### src/rtl/layer_state_seq.sv
`default_nettype none
// ============================================================================
// Module   : layer_state_seq
// Purpose  : Layer-level sequencer that drives current_state to the feature-map
//            controller and weight memory. Optional build macro
//            LAYER_SEQ_PERF_CNT_EN adds the 32-bit active_cycles counter.
// Revision : 1.0
// ============================================================================
module layer_state_seq #(
  parameter int unsigned LAYER_W        = 4,
  parameter int unsigned TIMEOUT_CYCLES = 65535,
  parameter int unsigned TO_W           = 16
) (
  input  logic               clk,
  input  logic               rst,
  input  logic               start,
  input  logic               abort,
  input  logic [LAYER_W-1:0] num_layers,
  input  logic               wt_load_done,
  input  logic               fm_state_rst,
  output logic [2:0]         current_state,
  output logic [LAYER_W-1:0] layer_idx,
  output logic               bank_sel,
  output logic               busy,
  output logic               done,
  output logic               err
`ifdef LAYER_SEQ_PERF_CNT_EN
  ,
  output logic [31:0]        active_cycles
`endif
);

  typedef enum logic [2:0] {
    S_IDLE   = 3'd0,
    S_LOAD_W = 3'd1,
    S_CONV   = 3'd2,
    S_WRBACK = 3'd3,
    S_SWAP   = 3'd4,
    S_DONE   = 3'd5,
    S_ERR    = 3'd7
  } state_t;

  // Expiry is flagged on the last permitted cycle so the state spends exactly
  // TIMEOUT_CYCLES cycles waiting before ERR appears.
  localparam logic [TO_W-1:0] WD_LAST = (TIMEOUT_CYCLES == 0) ? '0 : TO_W'(TIMEOUT_CYCLES - 1);
  localparam logic            WD_EN   = (TIMEOUT_CYCLES != 0);

  state_t             state, state_nxt;
  logic [TO_W-1:0]    wdog, wdog_nxt;
  logic [LAYER_W-1:0] count, count_nxt;
  logic [LAYER_W-1:0] idx_nxt;
  logic               bank_nxt;
  logic               start_acc;
  logic               wait_state;
  logic               wd_expire;

  assign current_state = state;
  assign wait_state    = (state == S_LOAD_W) || (state == S_CONV) || (state == S_WRBACK);
  assign wd_expire     = WD_EN && (wdog == WD_LAST);

  always_comb begin
    state_nxt = state;
    count_nxt = count;
    idx_nxt   = layer_idx;
    bank_nxt  = bank_sel;
    start_acc = 1'b0;
    if (abort) begin
      state_nxt = S_IDLE;
    end else begin
      case (state)
        S_IDLE: begin
          if (start) begin
            start_acc = 1'b1;
            count_nxt = num_layers;
            idx_nxt   = '0;
            bank_nxt  = 1'b0;
            state_nxt = (num_layers != '0) ? S_LOAD_W : S_DONE;
          end
        end
        S_LOAD_W: begin
          if (wt_load_done)   state_nxt = S_CONV;
          else if (wd_expire) state_nxt = S_ERR;
        end
        S_CONV: begin
          if (fm_state_rst)   state_nxt = S_WRBACK;
          else if (wd_expire) state_nxt = S_ERR;
        end
        S_WRBACK: begin
          if (fm_state_rst)   state_nxt = S_SWAP;
          else if (wd_expire) state_nxt = S_ERR;
        end
        S_SWAP: begin
          bank_nxt = ~bank_sel;
          // Compare before incrementing so the index never wraps past the count.
          if (layer_idx == count - LAYER_W'(1)) begin
            state_nxt = S_DONE;
          end else begin
            idx_nxt   = layer_idx + LAYER_W'(1);
            state_nxt = S_LOAD_W;
          end
        end
        S_DONE:  state_nxt = S_IDLE;
        S_ERR:   state_nxt = S_ERR;
        default: state_nxt = S_IDLE;
      endcase
    end
    wdog_nxt = (wait_state && (state_nxt == state)) ? wdog + TO_W'(1) : '0;
  end

  always_ff @(posedge clk) begin
    if (rst) begin
      state     <= S_IDLE;
      wdog      <= '0;
      count     <= '0;
      layer_idx <= '0;
      bank_sel  <= 1'b0;
      busy      <= 1'b0;
      done      <= 1'b0;
      err       <= 1'b0;
    end else begin
      state     <= state_nxt;
      wdog      <= wdog_nxt;
      count     <= count_nxt;
      layer_idx <= idx_nxt;
      bank_sel  <= bank_nxt;
      busy      <= !((state_nxt == S_IDLE) || (state_nxt == S_DONE) || (state_nxt == S_ERR));
      done      <= (state_nxt == S_DONE);
      err       <= (state_nxt == S_ERR);
    end
  end

`ifdef LAYER_SEQ_PERF_CNT_EN
  always_ff @(posedge clk) begin
    if (rst || start_acc) begin
      active_cycles <= '0;
    end else if (((state == S_CONV) || (state == S_WRBACK)) && (active_cycles != 32'hFFFF_FFFF)) begin
      active_cycles <= active_cycles + 32'd1;
    end
  end
`endif

endmodule
`default_nettype wire

### config.mk
export PLATFORM = sky130hd
export DESIGN_NAME = layer_state_seq
export DESIGN_NICKNAME = d
export VERILOG_FILES = /design/src/rtl/layer_state_seq.sv
export SDC_FILE = /design/constraint.sdc
export NUM_CORES = 1
export LEC_CHECK = 0
export CAP_MARGIN = 0
export CORE_MARGIN = 10
export CORE_UTILIZATION = 55
export DETAILED_ROUTE_END_ITERATION = 10
export PLACE_DENSITY = 0.79
export SYNTH_ARGS = -nofsm -noshare
export SYNTH_HDL_FRONTEND = slang
export SYNTH_SLANG_ARGS = --single-unit
### constraint.sdc
create_clock -name clk -period 6.22 [get_ports clk]
set_input_delay 1.244 -clock clk [delete_from_list [all_inputs] [get_ports clk]]
set_output_delay 1.244 -clock clk [all_outputs]
set_load 0.02 [all_outputs]
==> Yosys cells after proc, flatten, opt, wreduce, memory -nomap -nowiden <==
Index checks and enable logic that the tools add are counted.
{ "classes": {"n_mux": 14, "add_sub_neg": 3, "n_reduce_logical": 14, "eq_ne": 12, "bitwise": 3} }
{ "ops": {"columns": ["operator", "count"], "rows": [
  ["3-bit 2-to-1 mux", 8],
  ["3-bit one-hot mux with 6 select lines", 1],
  ["16-bit by 1-bit adder with 16-bit output, second input constant", 1],
  ["16-bit == test, second input constant", 1],
  ["3-bit == test, second input constant", 4],
  ["4-bit 2-to-1 mux", 2],
  ["4-bit one-hot mux with 2 select lines", 1],
  ["3-bit by 2-bit == test with 1-bit output, second input constant", 2],
  ["3-bit zero test", 2],
  ["3-bit AND reduction", 2],
  ["4-bit by 1-bit adder with 4-bit output, second input constant", 1],
  ["4-bit == test", 1],
  ["1-bit logical OR", 4],
  ["2-bit != test, second input constant", 2],
  ["4-bit AND reduction", 1],
  ["4-bit nonzero test", 1],
  ["4-bit by 1-bit subtractor with 4-bit output, second input constant", 1],
  ["3-bit by 1-bit == test with 1-bit output, second input constant", 1],
  ["3-bit == test", 1],
  ["1-bit NOT", 3],
  ["1-bit one-hot mux with 2 select lines", 1],
  ["2-bit nonzero test", 1],
  ["2-bit OR reduction", 1],
  ["1-bit logical AND", 1],
  ["other kinds (2)", 2]
]} }
{ "totals": {"elab_cells": 54, "input_bits": 10, "regBits": 31, "out_inout_bits": 11} }

==> Longest topological paths before layout <==
Gate-level depths: netlist of the first run.
{ "depth": {"depth_word": 9, "mapped_depth": 10} }

==> Worst setup path after synthesis of the first run <==
Ideal clock, no wire load.
{ "synth_path": {"path_kind": "input to register", "start": "in num_layers[0]", "end": "reg wdog[3]", "arrival_ns": 2.741, "required_time_ns": 6.090, "stages": 8, "path_buffers": 2, "setup_slack_ns": 3.348, "path_cell_list": "or4_1 -> o41ai_1 -> a21oi_1 -> o41ai_2 -> nor2b_1 -> clkbuf_2 -> buf_2 -> nor4_1"} }
{ "synth_via": {"elab_chain_len": 9} }
{ "synth_rtl": {"columns": ["item", "line_no", "rtl"], "rows": [
  ["start: declaration", "18", "input logic [LAYER_W-1:0] num_layers,"],
  ["4-bit nonzero test", "77", "state_nxt = (num_layers != '0) ? S_LOAD_W : S_DONE;"],
  ["3-bit 2-to-1 mux", "77", null],
  ["3-bit 2-to-1 mux", "72", "if (start) begin"],
  ["3-bit one-hot mux with 6 select lines", "70", "case (state)"],
  ["3-bit 2-to-1 mux", "67", "if (abort) begin"],
  ["3-bit == test", "107", "wdog_nxt = (wait_state && (state_nxt == state)) ? wdog + TO_W'(1) : '0;"],
  ["1-bit logical AND", "107", null],
  ["1-bit NOT (no source line)", null, null],
  ["2-bit OR reduction (no source line)", null, null],
  ["end signal: assignment", "122", "wdog <= wdog_nxt;"],
  ["end: declaration", "49", "logic [TO_W-1:0] wdog, wdog_nxt;"]
]} }
No other way between the ends.
A chain may end at the register's enable or synchronous reset.

==> Worst setup path after layout of the first run <==
{ "layout_path": {"start": "in num_layers[0]", "end": "reg wdog[8]"} }
Same word-level chain as after synthesis.

==> results of run 1 <==
## through the flow
stage | setup WS [ns] | hold WS [ns]
after floorplan | 3.348 | 0.4722
after CTS | 2.643 | 0.4844
after global routing | 2.378 | 0.5205
final | 2.616 | 0.4829
after detailed placement | 2.286 | 0.4700
after global placement | 2.431 | 0.4470
## state kept, by name (all words and copies together) (netlist names)
signal and count:
wdog 16, count 4, layer_idx 4, current_state 3, bank_sel 1, busy 1, done 1, err 1
## final timing paths
path,end,slack [ns],cells past startpoint
worst min register to register,bank_sel,0.48,2
worst max-delay path,wdog[8],2.62,7
worst min-delay path,bank_sel,0.48,2
worst max register to register,wdog[8],3.31,5
## logic make-up (layout without fill, tap and decap cells)
kind of cell,count (synthesis),after routing,synth area share [%]
and+or+nand+nor,83,83,27.81
DFF,31,31,37.69
AOI/OAI and AO/OA,23,23,10.94
xor gates and xnor gates,23,23,13.15
buffers and inverters,16,34,4.331
muxes,5,5,3.040
adders and majority gates,4,4,3.040
## power by group through the flow
stage	clock (mW)	combinational [mW]	sequential, mW
after detailed placement	0	0.0417	0.210
after floorplan	0	0.0271	0.210
after CTS	0.170	0.0420	0.206
after global placement	0	0.0400	0.210
final	0.166	0.0421	0.206
after global routing	0.175	0.0464	0.206
## routing by layer
layer	GRT usage (%)	vias up	part of all wire (%)
met1	17.42	666	45
met5	0	-	0
met4	5.462	0	1.4
met2	22.57	31	47
li1	-	705	-
met3	6.176	8	5.9
## area by class of cell
class                      instances  area, sq um  area share (%)
multi-input combinational        138        954.7           49.64
sequential                        31        620.6           32.27
timing repair buffer              20        200.2           10.41
clock buffer                       6        51.30           2.668
tap                               31        38.79           2.017
clock inverter                     2        35.03           1.822
inverter                           6        22.52           1.171
## worst max-delay path, stage by stage
cell and delay [ns]:
sky130_fd_sc_hd__clkdlybuf4s50_1 0.42, sky130_fd_sc_hd__or4_1 0.53, sky130_fd_sc_hd__o41ai_1 0.28, sky130_fd_sc_hd__a21oi_1 0.09, sky130_fd_sc_hd__o41ai_2 0.12, sky130_fd_sc_hd__nor2b_1 0.93, sky130_fd_sc_hd__nor4_1 0.15
## cell usage in the layout (no fill, tap or decap), drive strengths merged
cell           netlist  routed
bufinv               0       1
a22o                 1       1
mux2i                5       5
nand2b               6       6
or3                  1       1
ha                   4       4
clkinv               0       1
a2111o               1       1
xor3                 1       1
o211ai               2       2
or4                  2       2
dfxtp               31      31
nor3b                1       1
xnor2               12      12
nand3                6       6
clkbuf               6       6
or3b                 1       1
nor2                19      19
o31ai                2       2
nor4                18      18
or2                  1       1
o21ai                2       2
nand4                5       5
nand3b               2       2
nor3                 4       4
a2111oi              1       1
clkdlybuf4s50        0      20
inv                  6       6
xor2                10      10
a31oi                1       1
and2                 3       3
nand2               10      10
and3                 3       3
a21oi                8       8
o41ai                2       2
nor2b                1       1
a21o                 3       3
==> metrics list, run 1 <==
- Run status: finished, final reports clean
- Vias in the first global route: 1417
- Across the VDD grid, the largest voltage drop is 0.1834 mV.
- The final number of hold-violating endpoints came to 0.
- Start-to-end type of the worst setup path: primary input to register
- Antenna cell count: 0
* Post-route non-filler standard cell count: 234
* Detailed-placement wirelength estimate: 2831 um
- Summed over all failing endpoints, the final setup total negative slack is 0 ns.
- Placement Cell Area: 1837 sq um
- For this run, the register share of the synthesized area comes to 37.69%.
- Summed over all layers, the global routing overflow is 0.
* Total of hold buffers inserted after clock tree synthesis: 0
- Yosys mapped a number of flops with a built-in enable equal to 0.
- Among all flip-flop cells after synthesis, the most frequent one is sky130_fd_sc_hd__dfxtp_1.
- Mapped Area: 1647 sq um
- Once detail routing completed, the nets flagged for antenna violations numbered 0.
- With fillers left out, the area of the finished cells amounts to 1923 sq um.
- Counting every instance in the synthesized netlist gives 185.
- The clock tree synthesis step divided the H-tree into 2 levels.
- Violation count after the first detailed-route iteration: 114
- Post-layout min period: 3.604 ns
- Number of warnings reported in the yosys synthesis log: 0
- The critical path starts at num_layers[0].
- After synthesis, the share of flip-flops with an asynchronous set or reset is 0%.
- The startpoint identified for the worst hold timing path is bank_sel.
- Power comes to 413.5 uW.
* Worst endpoint required time: 6.39 ns
* Longest Clk Path Bufs: 2
- Setup repair after global routing left no endpoint under its margin.
- Internal power of the cells: 315.8 uW
- The worst register-to-register path begins at current_state[0].
- In this run the tool buffered the top-level ports with 20 buffer cells.
- Global routing used 14.51% of the available tracks across all layers.
- In the routed design, unresolved DRC markers number 0.
- Dividing the synthesized area by the synthesized cell count gives 8.900 sq um.
- The post-route netlist has 7.882% of its cells at a drive strength greater than 1.
- The core region is 2805 sq um.
* Inst Count DP: 226
* Switching share of total power: 23.63%
- Clock tree from TritonCTS: yes
* Number of nets produced by synthesis: 199
- The first detailed-routing pass took 4 iterations.
* CP Capture Type: register
* Vert. Die Dim: 74.72 um
* Total CTS buffers: 5
* Std-Cell Rows: 19
- Critical path peak fanout: 16
* Via count: 1410
- Post_cts resized: 0
- Final-report setup violation count: 0
- Flop and latch count out of synthesis: 31
- In this run the count of I/O pins placed on the die edge is 21.
- The most common cell in the synthesized netlist is sky130_fd_sc_hd__dfxtp_1.
- Aggregate routed wire length: 3782 um
- Combinational power share: 10.2%
* Starting Density: 58.70%
- Routability-driven placement finished with a final weighted congestion of 0.8698.
* Endpoint arrival time on the critical path: 3.77 ns
- First-pass GRT wire length: 6465 um
- Most frequent cells after synthesis: sky130_fd_sc_hd__dfxtp_1, sky130_fd_sc_hd__nor2_1, sky130_fd_sc_hd__nor4_1
* Cell types with the largest area share after synthesis: sky130_fd_sc_hd__dfxtp_1, sky130_fd_sc_hd__nor4_1, sky130_fd_sc_hd__xnor2_1
- The die covers 5582 sq um.
* CP Launch Type: primary input
- Fin Clk Skew: 0.007747 ns
* Horizontal die dimension: 74.72 um
* Clock-pin slew of the registers on the worst-case setup and hold paths: 0.10 ns
* Remaining max-slew budget at the tightest pin: 26.62%
- Sequential cells account for 49.8% of the total power.
- Power spread over the standard cell area amounts to 215.0 nW/um^2.
* Fillers: 222
* Cell accounting for the most synthesized area: sky130_fd_sc_hd__dfxtp_1
- Number of setup buffers added after CTS: 0
- The later pin in the worst-skew pair is clocked with a latency of 0.33 ns.
- Transition at the pin with the smallest max-transition slack: 1.099 ns
* Switching power total: 97.72 uW
- Min-Delay Path Class: register to register
* Final clock period utilization by the worst path: 57.94%
- Synth top area share: 37.69%
- Layout Nets: 216
- The initial antenna violation count is 0.
* Final core utilization: 68.55%
- Clk Tree Root Cell: sky130_fd_sc_hd__clkbuf_4
- CTS saw 31 sinks.
* Max Transition Viols Final: 0
- Derived from the worst setup path, the maximum achievable clock frequency is 277.5 MHz.
- Count of unique library cells instantiated by Yosys: 42
- After detailed routing, the number of vias per cell comes to 6.026.
* Max-capacitance violation count: 0
* Area added between synthesis and finish: 16.79%
- For this design the static power due to leakage is 0.6836 nW.
* Proportion of power drawn by the clock network: 40.1%
- Dividing the detail-routed wire length by the instance count gives 16.16 um.
- Entering global routing, the biggest net connects 18 pins.
Power figures use the tool's default switching activity.
==> run 2, diff against run 1 <==
--- a/config.mk
+++ b/config.mk
@@ -7,9 +7,9 @@
 export LEC_CHECK = 0
 export CAP_MARGIN = 0
 export CORE_MARGIN = 10
-export CORE_UTILIZATION = 55
+export CORE_UTILIZATION = 49
 export DETAILED_ROUTE_END_ITERATION = 10
-export PLACE_DENSITY = 0.79
+export PLACE_DENSITY = 0.75
 export SYNTH_ARGS = -nofsm -noshare
 export SYNTH_HDL_FRONTEND = slang
 export SYNTH_SLANG_ARGS = --single-unit
==> constraint.sdc (replaced) <==
create_clock -name clk -period 3.2 [get_ports clk]
set_input_delay 0.64 -clock clk [delete_from_list [all_inputs] [get_ports clk]]
set_output_delay 0.64 -clock clk [all_outputs]
set_load 0.02 [all_outputs]
==> run 2 against run 1 <==
Utilization is 6.1 points lower. Final area is 1.6% higher. Combinational power is 90% higher. Global-route usage is 3.2 points lower. Die area is 8.9% higher. Routed wire length is 9.1% lower. Via count is 0.28% higher. First-iteration DRC count is 18% higher. Setup slack worse by 1.8 ns. Critical path depth stayed put. Cell count is 6.4% higher. Critical path type unchanged. Largest cell class unchanged.
==> metrics list, run 2 (same netlist as run 1, synthesis figures left out) <==
- All-Layer GR Usage: 11.30%
- After clock tree synthesis, the clock-pin slew on the worst setup and hold paths is 0.10 ns.
- Final clock period utilization by the worst path: 75.84%
* Layout Nets: 218
* Min-Delay Startpoint: bank_sel
- The floorplan has 20 rows.
* Number of antenna violations at the first check in global routing: 0
- Max Clk Rate: 412.0 MHz
- Post-layout instance area: 1954 sq um
- The number of global-route vias before repair is 1286.
* Port buffer count: 20
* Layout cells sized above 1: 8.780%
- Biggest regs: wdog: 16 flops, count: 4 flops, layer_idx: 4 flops
* Vert. Die Dim: 77.97 um
- In this run the worst path has a maximum fanout of 16.
- Number of detailed-routing iterations run before antenna repair: 4
- Transition at the pin with the smallest max-transition slack: 0.5439 ns
* Worst endpoint required time: 3.41 ns
* Reg-to-reg startpoint: wdog[8]
* Number of setup buffers added after CTS: 0
- Min-Delay Path Class: register to register
- Number of endpoints with negative hold slack in the final report: 0
- After global routing the overflow that remains totals 0.
* Cells on Worst Hold Path: 2
* Setup TNS Final: 0 ns
* Total of hold buffers inserted after clock tree synthesis: 0
* Cell Pwr Density: 410.6 nW/um^2
* CP Capture Type: register
- Post_cts resized: 0
- RSZ-0062 raised after global routing: no
- The detail route stage leaves a number of antenna-violating nets equal to 0.
- Data on the critical path arrives at its endpoint at 2.63 ns.
- Longest Clk Path Bufs: 2
- In this run the number of H-tree levels came out at 2.
- On the final layout, the worst clock skew is 0.01287 ns.
- Dividing the detail-routed wire length by the instance count gives 13.81 um.
- TritonCTS built the clock tree.
- Number of flip-flops in the largest register: 16
- Ranked by flip-flop count, first place goes to wdog.
- For this design the static power due to leakage is 0.6945 nW.
- Launch point of the worst path: wt_load_done
- The top cell types in the final layout, fill and taps aside, are sky130_fd_sc_hd__dfxtp_1, sky130_fd_sc_hd__clkdlybuf4s50_1, sky130_fd_sc_hd__nor2_1.
- Boundary pin count: 21
- At the later pin of the worst-skew pair, clock insertion delay measures 0.33 ns.
- The critical path is of the primary input to register type.
- Compared with the post-synthesis result, the final layout area differs by 18.69%.
* Pin count of the biggest net entering global routing: 18
- Placement Cell Area: 1868 sq um
- Hold slack final: 0.4760 ns
* First-pass GRT wire length: 5782 um
- At the end of routability-driven placement, the weighted congestion stood at 0.8087.
- Once the floorplan was initialized, standard cells occupied 52.64% of the core.
* Run status: finished, final reports clean
- Max Transition Viols Final: 0
* Via count: 1414
* Total Die Area: 6079 sq um
- Across the run, the number of max-cap violations was 0.
- Power comes to 802.4 uW.
- After detailed routing, the number of vias per cell comes to 5.679.
* Highest ir drop seen on vdd: 0.2354 mV
- TritonCTS created 5 clock buffers.
* Post-layout min period: 2.427 ns
- Remaining max-slew budget at the tightest pin: 63.69%
- Leaving out fill and tap cells, the most frequent cell in the layout is sky130_fd_sc_hd__dfxtp_1.
- Detailed placement finished with a half-perimeter wire length of 2504 um.
* Aggregate routed wire length: 3438 um
- For this run, design rule violations remaining after detail routing come to 0.
- Setup violations remaining at the end of the flow were counted as 0.
- Horizontal die dimension: 77.97 um
- The number of cells on the worst reg-to-reg path is 6.
* Core area: 3128 sq um
- Clk Tree Root Cell: sky130_fd_sc_hd__clkbuf_4
- The number of antenna diodes in the final layout is 0.
- The first routing iteration left 134 violations.
- Count of clock tree sinks: 31
- STA classifies the critical path startpoint as a primary input.
-- run 2: cell types whose count changed in the layout (fill, tap and decap cells not counted) --
| cell | change |
|---|---|
| sky130_fd_sc_hd__buf_4 | +2 |
-- run 2: final cells by class --
cell class | count | area (sq um)
Sequential cell | 31 | 620.6
Inverter | 6 | 22.52
Clock inverter | 2 | 35.03
Clock buffer | 6 | 51.30
Tap cell | 44 | 55.05
Multi-Input combinational cell | 138 | 954.7
Timing Repair Buffer | 22 | 215.2
Fill cell | 268 | 1174
-- run 2: final timing paths --
check                  end  slack [ns]
setup / recovery   wdog[8]        0.77
hold / removal    bank_sel        0.48
setup reg to reg   wdog[8]        0.79
hold reg to reg   bank_sel        0.48
-- run 2: power breakdown --
part	switching (mW)	internal, mW
Combinational	0.0417	0.0385
Clock	0.138	0.185
Sequential	0.00839	0.391
Total	0.188	0.614
-- run 2: routing by layer --
metal | share of wire, % | vias to the layer above | GRT usage [%]
li1 | - | 702 | -
met4 | 1.7 | 0 | 4.839
met5 | 0 | - | 0
met1 | 48 | 668 | 13.22
met2 | 45 | 36 | 18.24
met3 | 5.1 | 8 | 4.032
-- run 2: worst max-delay path, stage by stage --
cell and delay (ns):
sky130_fd_sc_hd__clkdlybuf4s50_1 0.48, sky130_fd_sc_hd__nor3b_1 0.27, sky130_fd_sc_hd__a21oi_1 0.08, sky130_fd_sc_hd__or4_4 0.44, sky130_fd_sc_hd__a21o_1 0.22, sky130_fd_sc_hd__a21oi_4 0.37, sky130_fd_sc_hd__nor4_1 0.13
-- run 2: stage by stage --
step / worst slack, ns / util, % / std cells
after floorplan: 0.9322 / - / 185
after global placement: 0.4991 / 59.72 / 241
after detailed placement: 0.4177 / 59.72 / 241
after CTS: 0.7666 / 62.48 / 249
after global routing: 0.6288 / 62.48 / 249
final: 0.7730 / 62.48 / 249
==> run 3, diff against run 2 <==
--- a/config.mk
+++ b/config.mk
@@ -7,9 +7,9 @@
 export LEC_CHECK = 0
 export CAP_MARGIN = 0
 export CORE_MARGIN = 10
-export CORE_UTILIZATION = 49
+export CORE_UTILIZATION = 54
 export DETAILED_ROUTE_END_ITERATION = 10
-export PLACE_DENSITY = 0.75
+export PLACE_DENSITY = 0.78
 export SYNTH_ARGS = -nofsm -noshare
 export SYNTH_HDL_FRONTEND = slang
 export SYNTH_SLANG_ARGS = --single-unit
==> constraint.sdc (replaced) <==
create_clock -name clk -period 2.3 [get_ports clk]
set_input_delay 0.46 -clock clk [delete_from_list [all_inputs] [get_ports clk]]
set_output_delay 0.46 -clock clk [all_outputs]
set_load 0.02 [all_outputs]
==> run 3 against run 2 <==
Total power up 32%. Critical path type is now register to register. Clock-buffer cell count up 2. Clock skew down 0.0033 ns. Non-clock buffer count up 15. Largest cell class unchanged. Clock power up 13%. Utilization up 10 points. Largest power group unchanged. Sequential cell count unchanged. Register-to-register slack worse by 0.70 ns. Setup slack worse by 0.69 ns.
==> metrics list, run 3 (same netlist as run 1, synthesis figures left out) <==
- The worst register-to-register path begins at wdog[9].
* Via count: 1467
- Total grt overflow: 0
- IR analysis of the VDD net gives a maximum drop of 0.4305 mV.
- At the end of the flow, the number of nets in the layout was 233.
- From synthesis to final layout, the design area changed by 24.62%.
* Number of setup buffers added after CTS: 0
- DR WL/cell: 15.51 um
- Entering global routing, the biggest net connects 17 pins.
* Clk Tree Root Cell: sky130_fd_sc_hd__clkbuf_4
* RSZ-0062 raised after global routing: no
- More flip-flops sit in one register than any other, and that register is wdog.
* Horizontal die dimension: 75.22 um
- For this design, the CTS-stage hold fixing added 0 buffers.
- Dividing the detail-routed via count by the number of cells gives 5.845.
- Remaining max-slew budget at the tightest pin: 70.54%
- CP Capture Type: register
- Total Die Area: 5658 sq um
- The internal portion of the total power is 794.8 uW.
- Critical R2R Capture: wdog[7]
- First-pass GRT wire length: 6320 um
- The largest registers in the layout are wdog: 16 flops, count: 4 flops, layer_idx: 4 flops.
* Number of antenna violations at the first check in global routing: 0
- For this design the top-level I/O count stands at 21.
* Longest Clk Path Bufs: 2
* Fillers: 235
- Counting the buffers created by CTS gives 5.
* Transition at the pin with the smallest max-transition slack: 0.4419 ns
- After legalization and detailed placement, the total HPWL measured 2999 um.
* Endpoint arrival time on the critical path: 2.43 ns
- The initialized floorplan defines 19 standard-cell rows.
- Switching power total: 263.2 uW
* Leading cell type in the layout, fill and taps excluded: sky130_fd_sc_hd__dfxtp_1
- Summed over all cells, the static leakage comes to 0.7639 nW.
- CTS H-tree lvls: 2
* All-Layer GR Usage: 14.27%
* Area taken by multi-input logic gates: 957.2 sq um
- Critical path peak fanout: 16
- Total DRC errors in the routed layout: 0
- The number of pins with negative max-slew slack in the final report came to 0.
- Vert. Die Dim: 75.22 um
- Final estimated routing congestion in global placement: 0.8110
- End point of the most critical hold path: bank_sel
- For the worst flop-to-flop path, the logic depth is 7.
- The clock net in this run drives a total of 31 sinks.
* Number of detailed-routing iterations run before antenna repair: 4
- For the final database, setup skew stands at 0.009568 ns.
* Run status: finished, final reports clean
- Summed over all layers, the routed wires come to 3892 um.
* Sequential cell area: 620.6 sq um
* Critical path's largest stage delay: 0.52 ns
- Vias in the first global route: 1428
- The register with the most flip-flops in the layout has 16 of them.
* Proportion of power drawn by the clock network: 34.6%
- Clock-pin slew was measured on the worst setup and hold paths at 0.10 ns.
* Post-layout min period: 2.214 ns
- In this run the most critical hold path is launched from bank_sel.
* Start-to-end type of the worst setup path: register to register
- Starting Density: 58.20%
- Setup violations remaining at the end of the flow were counted as 0.
- Max-capacitance violation count: 0
- In this run the cell area measured after placement is 1977 sq um.
* Cells on Worst Hold Path: 2
* Worst skew pair latency: 0.33 ns
- Power after layout: 1.058 mW
- Combinational power share: 13.2%
* Switching share of total power: 24.88%
* Part of the total power dissipated in sequential elements: 52.3%
- Max Clk Rate: 451.6 MHz
- Slowest stage cell on the critical path: sky130_fd_sc_hd__or4_4
* Worst endpoint required time: 2.52 ns
- During placement, the flow inserted port buffers numbering 20.
- STA classifies the critical path startpoint as a register.
- TritonCTS built the clock tree.
* Post-layout instance area: 2052 sq um
- The core region is 2829 sq um.
- Antenna cell count: 0
- Power spread over the standard cell area amounts to 515.6 nW/um^2.
- Number of endpoints with negative hold slack in the final report: 0
- Crit path cell chain: nand4_2 > or3_4 > or4_4 > a21o_1 > a21oi_4 > buf_12 > nor4_1
- Antenna Nets Post-Route: 0
* Min-Delay Path Class: register to register
- Register-to-register path setup slack: 0.09 ns
- After routing, the total negative slack on setup checks comes to 0 ns.
* Final core utilization: 72.53%
- In the final layout, the share of cells above drive strength 1 is 15.00%.
* Violation count after the first detailed-route iteration: 70
- Of the available clock period, the critical path in the final layout requires 96.28%.
- In the layout the commonest cells are sky130_fd_sc_hd__dfxtp_1, sky130_fd_sc_hd__clkdlybuf4s50_1, sky130_fd_sc_hd__nor2_1.
[run 3: cell count changes in the layout (fill, tap and decap cells not counted), sizes merged]
cell	previous run	this run
buf	2	17
bufinv	1	0
clkbuf	6	8
clkinv	1	0
[run 3: final cells by class]
type                       count  share of cell area (%)
inverter                       6                   1.098
clock buffer                   8                   3.354
timing repair buffer          37                   16.77
sequential                    31                   30.24
tap                           31                   1.890
multi-input combinational    138                   46.65
[run 3: per-stage QoR]
step | hold WS, ns | setup WS [ns] | std cells
3_5_place_dp | 0.4650 | -0.2236 | 243
4_1_cts | 0.4788 | 0.08859 | 251
2_1_floorplan | 0.4722 | 0.1180 | 185
5_1_grt | 0.4920 | 0.01252 | 251
6_report | 0.4755 | 0.08565 | 251
3_3_place_gp | 0.4472 | -0.1405 | 243
[run 3: critical path: cells and delay by family, from the launching register on]
kind	cells	cell delay [ns]
DFF	1	0.42
AOI/OAI and AO/OA	2	0.38
and+or+nand+nor	4	1.12
buffers and inverters	1	0.16
[run 3: how the worst max path moves through the flow]
stage                  startpoint  cells past startpoint  endpoint  slack [ns]
floorplan            layer_idx[2]                      8   wdog[3]        0.12
global placement    num_layers[0]                      8   wdog[2]       -0.14
detailed placement  num_layers[0]                      8   wdog[8]       -0.22
CTS                       wdog[6]                      7   wdog[8]        0.09
global route              wdog[9]                      7   wdog[7]        0.01
finish                    wdog[9]                      7   wdog[7]        0.09
[run 3: routing by layer]
layer	track usage, %	up-vias	routed length, um
li1	-	733	-
met1	15.94	692	1643
met2	24.67	34	1960
met3	4.731	8	232
met4	5.361	0	57
met5	0	-	0
[run 3: timing repair]
| item | in CTS | in global routing |
|---|---|---|
| resized for setup | 0 | 2 |
| endpoints found under the hold margin | 0 | 0 |
| setup endpoints to repair | 0 | 16 |
[run 3: power by group through the flow]
stage / registers [mW] / clock network (mW) / logic [mW]
floorplan: 0.569 / 0 / 0.0734
CTS: 0.553 / 0.370 / 0.139
finish: 0.553 / 0.366 / 0.139
detailed placement: 0.565 / 0 / 0.138
global placement: 0.565 / 0 / 0.132
global route: 0.554 / 0.396 / 0.152
